File: config.mk
export PLATFORM = sky130hd
export DESIGN_NAME = hazard_ctrl
export DESIGN_NICKNAME = d
export VERILOG_FILES = /design/src/rtl/hazard_ctrl.sv
export SDC_FILE = /design/constraint.sdc
export NUM_CORES = 1
export LEC_CHECK = 0
export ABC_AREA = 1
export CAP_MARGIN = 25
export CORE_MARGIN = 4
export CORE_UTILIZATION = 25
export CTS_CLUSTER_SIZE = 12
export DETAILED_ROUTE_END_ITERATION = 8
export PLACE_DENSITY_LB_ADDON = 0.3
export SYNTH_ARGS = -nofsm -noshare
export SYNTH_HDL_FRONTEND = slang
export SYNTH_SLANG_ARGS = --single-unit
File: constraint.sdc
create_clock -name CLK -period 1.08 [get_ports CLK]
set_clock_uncertainty 0.15 [all_clocks]
set_input_delay 0.108 -clock CLK [delete_from_list [all_inputs] [get_ports CLK]]
set_output_delay 0.108 -clock CLK [all_outputs]
set_load 0.01 [all_outputs]
File: src/rtl/hazard_ctrl.sv
// Pipeline hazard controller: Mealy stall/flush generation with a 3-state FSM.
// Optional performance counters are built only when HAZARD_PERF_EN is defined.
module hazard_ctrl (
  input  logic        CLK,
  input  logic        RESET,
  input  logic [4:0]  ID_RS1,
  input  logic [4:0]  ID_RS2,
  input  logic        ID_USE_RS1,
  input  logic        ID_USE_RS2,
  input  logic [2:0]  EX_MEM_READ,
  input  logic [4:0]  EX_RD,
  input  logic        BRANCH_TAKEN,
  input  logic        IMEM_BUSY,
  input  logic        DMEM_BUSY,
  output logic        PC_HOLD,
  output logic        IFID_HOLD,
  output logic        IDEX_HOLD,
  output logic        EXMEM_HOLD,
  output logic        MEMWB_HOLD,
  output logic        IFID_FLUSH,
  output logic        IDEX_FLUSH,
  output logic [31:0] STALL_CNT,
  output logic [31:0] FLUSH_CNT
);

  typedef enum logic [1:0] {
    RUN      = 2'd0,
    LU_STALL = 2'd1,
    MEM_WAIT = 2'd2
  } state_e;

  state_e state_q, state_d;
  logic   load_use;
  logic   branch_flush;

  // A load writing x0 never creates a dependency.
  assign load_use = (EX_MEM_READ != 3'b000) && (EX_RD != 5'd0) &&
                    ((ID_USE_RS1 && (ID_RS1 == EX_RD)) ||
                     (ID_USE_RS2 && (ID_RS2 == EX_RD)));

  assign branch_flush = BRANCH_TAKEN && !DMEM_BUSY;

  always_ff @(posedge CLK or negedge RESET) begin
    if (!RESET) state_q <= RUN;
    else        state_q <= state_d;
  end

  // MEM_WAIT behaves exactly like RUN once the data memory releases.
  always_comb begin
    state_d    = RUN;
    PC_HOLD    = 1'b0;
    IFID_HOLD  = 1'b0;
    IDEX_HOLD  = 1'b0;
    EXMEM_HOLD = 1'b0;
    MEMWB_HOLD = 1'b0;
    IFID_FLUSH = 1'b0;
    IDEX_FLUSH = 1'b0;
    if (!RESET) begin
      IFID_FLUSH = 1'b1;
      IDEX_FLUSH = 1'b1;
    end else if (DMEM_BUSY) begin
      PC_HOLD    = 1'b1;
      IFID_HOLD  = 1'b1;
      IDEX_HOLD  = 1'b1;
      EXMEM_HOLD = 1'b1;
      MEMWB_HOLD = 1'b1;
      state_d    = MEM_WAIT;
    end else if (BRANCH_TAKEN) begin
      IFID_FLUSH = 1'b1;
      IDEX_FLUSH = 1'b1;
    end else if (load_use && (state_q != LU_STALL)) begin
      PC_HOLD    = 1'b1;
      IFID_HOLD  = 1'b1;
      IDEX_FLUSH = 1'b1;
      state_d    = LU_STALL;
    end else if (IMEM_BUSY) begin
      PC_HOLD    = 1'b1;
      IFID_FLUSH = 1'b1;
    end
  end

`ifdef HAZARD_PERF_EN
  logic [31:0] stall_cnt_q, stall_cnt_d;
  logic [31:0] flush_cnt_q, flush_cnt_d;

  // Plain 32-bit adds wrap naturally from all-ones to zero.
  always_comb begin
    stall_cnt_d = stall_cnt_q;
    flush_cnt_d = flush_cnt_q;
    if (PC_HOLD || MEMWB_HOLD) stall_cnt_d = stall_cnt_q + 32'd1;
    if (branch_flush)          flush_cnt_d = flush_cnt_q + 32'd1;
  end

  always_ff @(posedge CLK or negedge RESET) begin
    if (!RESET) begin
      stall_cnt_q <= 32'd0;
      flush_cnt_q <= 32'd0;
    end else begin
      stall_cnt_q <= stall_cnt_d;
      flush_cnt_q <= flush_cnt_d;
    end
  end

  assign STALL_CNT = stall_cnt_q;
  assign FLUSH_CNT = flush_cnt_q;
`else
  logic unused_branch_flush;
  assign unused_branch_flush = branch_flush;
  assign STALL_CNT = 32'd0;
  assign FLUSH_CNT = 32'd0;
`endif

endmodule

==> flow_metrics.tcl <==
set metrics [dict create \
    wire_per_inst_um 7.57 \
    drcViolationCount 0 \
    final_cells 224 \
    rsz0062_at_grt "true" \
    setup_violations 5 \
    die_x_um 66.3 \
    vias 691 \
    pin_count 96 \
    largest_reg_flops 2 \
    routabilityCongestion 0.694 \
    start_kind "input port" \
    drt_pass1_iterations 2 \
    clk_latency_ns 0.22 \
    die_area_sq_um 4390 \
    criticalPathCategory "input port to primary output" \
    cts_root_buf "clkbuf_4" \
    path_delay_family "buffers and inverters" \
    dp_cells 218 \
    htreeDepth 1 \
    fillCellCount 369 \
    ys_ff_latch 2 \
    first_global_vias 611 \
    violations "setup timing" \
    slowest_stage "clkdlybuf4s50_1" \
    cpPeakStageDelay_ns 0.47 \
    syn_area_sq_um 848 \
    multi_input_area_sq_um 513 \
    grt_start_max_net_pins 6 \
    layout_common_cells "64 x conb_1, 30 x nand2_1, 15 x dlygate4sd2_1, 10 x inv_1, 9 x clkdlybuf4s50_1" \
    period_share 1.45 \
    routed_via_density 3.08 \
    overflow 0 \
    totalWireLength_um 1700 \
    hpwl_um 1560 \
    port_buffers 31 \
    outcome "complete, but fails checks" \
    cellPowerDensity_nw_per_um2 553 \
    cts_tree "done" \
    layout.area.seq_sq_um 50.0 \
    maxCapViolCount 0 \
    nets 207 \
    cp-end-kind "primary output" \
    fin_util 0.334 \
    fin_ws_ns -0.483 \
    netlist_instances 140 \
    slew_viol_final 0 \
    critPathRequiredTime_ns 0.82 \
    synth-seq-area-share 0.0590 \
    crit_fanout 3 \
    layout_commonest_cell "conb_1" \
    arrival_ns 1.30 \
    peakVddDrop_v 0.000145 \
    synth.distinct_cells 15 \
    worst-path-buf-inv 2 \
    drive_gt1_frac 0.194 \
    core_area_sq_um 3150 \
    period_needed_ns 1.56 \
    fmax_ghz 0.640 \
    regMostFlops "state_q" \
    hold_path_class "input port to flop" \
    dieHeight_um 66.3 \
    drtIter0Drc 8 \
    largestRegisters "state_q: 2 flops" \
    cts_buffers 3 \
    synth_warnings 0 \
    clkTransAtPathRegs_ns 0.03 \
    clock-sinks 2 \
    areaGrowthSynthToFinish_pct 24.2 \
    cp_cell_sequence "clkdlybuf4s50_1, nor3_2, nor2_1, o21a_1, nand3_4, nand2_4, nor2_4, buf_6" \
    std_cell_rows 20 \
    start_util 0.269 \
    clockBufferDepth 2 \
    p_leak_uw 0.000658 \
    ant_nets 0 \
    antenna_cells 0 \
    syn_avg_cell_area_sq_um 6.06 \
    hold_violations 0 \
    track_usage 0.0679 \
    antenna_found_initial 0 \
    grt_first_pass_wirelength_um 2420 \
]
report_power, final:
group | total, uW | switching, uW | internal, uW
registers | 78.1 | 0.483 | 77.7
clock network | 164 | 41.3 | 122
logic | 341 | 209 | 132
total | 583 | 250 | 332
layer usage:
layer	vias up	wire length (um)	global-route usage
met1	281	537	0.0824
met5	-	0	0
met4	0	0	0.0305
met2	46	888	0.112
met3	0	269	0.0170
li1	364	-	-
logic make-up after synthesis:
group,share of synthesized area
buffers and inverters,0.655
AND/OR/NAND/NOR,0.267
AO/OA/AOI/OAI,0.0147
flip-flops,0.0590
other,0.00442
path summary, 6_finish.rpt:
| kind | start | endpoint | slack [ns] | cells past startpoint |
|---|---|---|---|---|
| max in group asynchronous | RESET | state_q[1]$_DFF_PN0_ | 0.35 | 3 |
| worst min register to register | state_q[0]$_DFF_PN0_ | state_q[0]$_DFF_PN0_ | 0.70 | 7 |
| worst max register to register | state_q[0]$_DFF_PN0_ | state_q[0]$_DFF_PN0_ | -0.19 | 7 |
| worst min-delay path | DMEM_BUSY | state_q[0]$_DFF_PN0_ | 0.05 | 2 |
| worst max-delay path | EX_MEM_READ[0] | IFID_FLUSH | -0.48 | 8 |
| min in group asynchronous | RESET | state_q[0]$_DFF_PN0_ | 0.31 | 3 |
synth_stat cells (all sizes together):
library cell  instances  share of area
o21a                  1         0.0089
dfrtp                 2          0.059
buf                  66           0.58
nor3                  2          0.012
nand4                 1         0.0074
nand2                33           0.15
conb                  1         0.0044
a21oi                 1         0.0059
nor2                 13          0.066
inv                  16          0.071
nand3                 4          0.029
layout make-up:
| cell class | instances | share of cell area |
|---|---|---|
| repair buffers | 40 | 0.335 |
| multi-input cells | 119 | 0.487 |
| well taps | 44 | 0.0523 |
| flip-flops and latches | 2 | 0.0475 |
| clock buffers | 3 | 0.0214 |
| inverters | 16 | 0.0570 |
repair_timing:
item / 4_1_cts / 5_1_grt
resized for setup: 50 / 5
cloned: 0 / 0
pin swaps: 8 / 2
hold endpoints to repair: 2 / 0
buffers inserted: 2 / 1
hold buffers: 1 / 0
endpoints found under the setup margin: 8 / 5
through the flow:
stage / power, uW / TNS (ns) / setup slack [ns] / instance area (sq um) / hold WS (ns)
3_5_place_dp: 427 / -6.64 / -1.03 / 1010 / 0.259
6_report: 583 / -2.05 / -0.483 / 1050 / 0.0461
3_3_place_gp: 427 / -6.73 / -1.01 / 1010 / 0.290
2_1_floorplan: 442 / -0.120 / -0.0525 / 1100 / -0.338
5_1_grt: 639 / -2.49 / -0.569 / 1050 / 0.0662
4_1_cts: 583 / -2.13 / -0.491 / 1040 / 0.0401
worst register-to-register path: cells and delay by family (launching register included):
| family | cells | cell delay [ns] |
|---|---|---|
| AND/OR/NAND/NOR | 4 | 0.34 |
| AO/OA/AOI/OAI | 1 | 0.20 |
| flip-flops | 1 | 0.34 |
| buffers and inverters | 2 | 0.18 |
(Power assumes the default switching activity.)
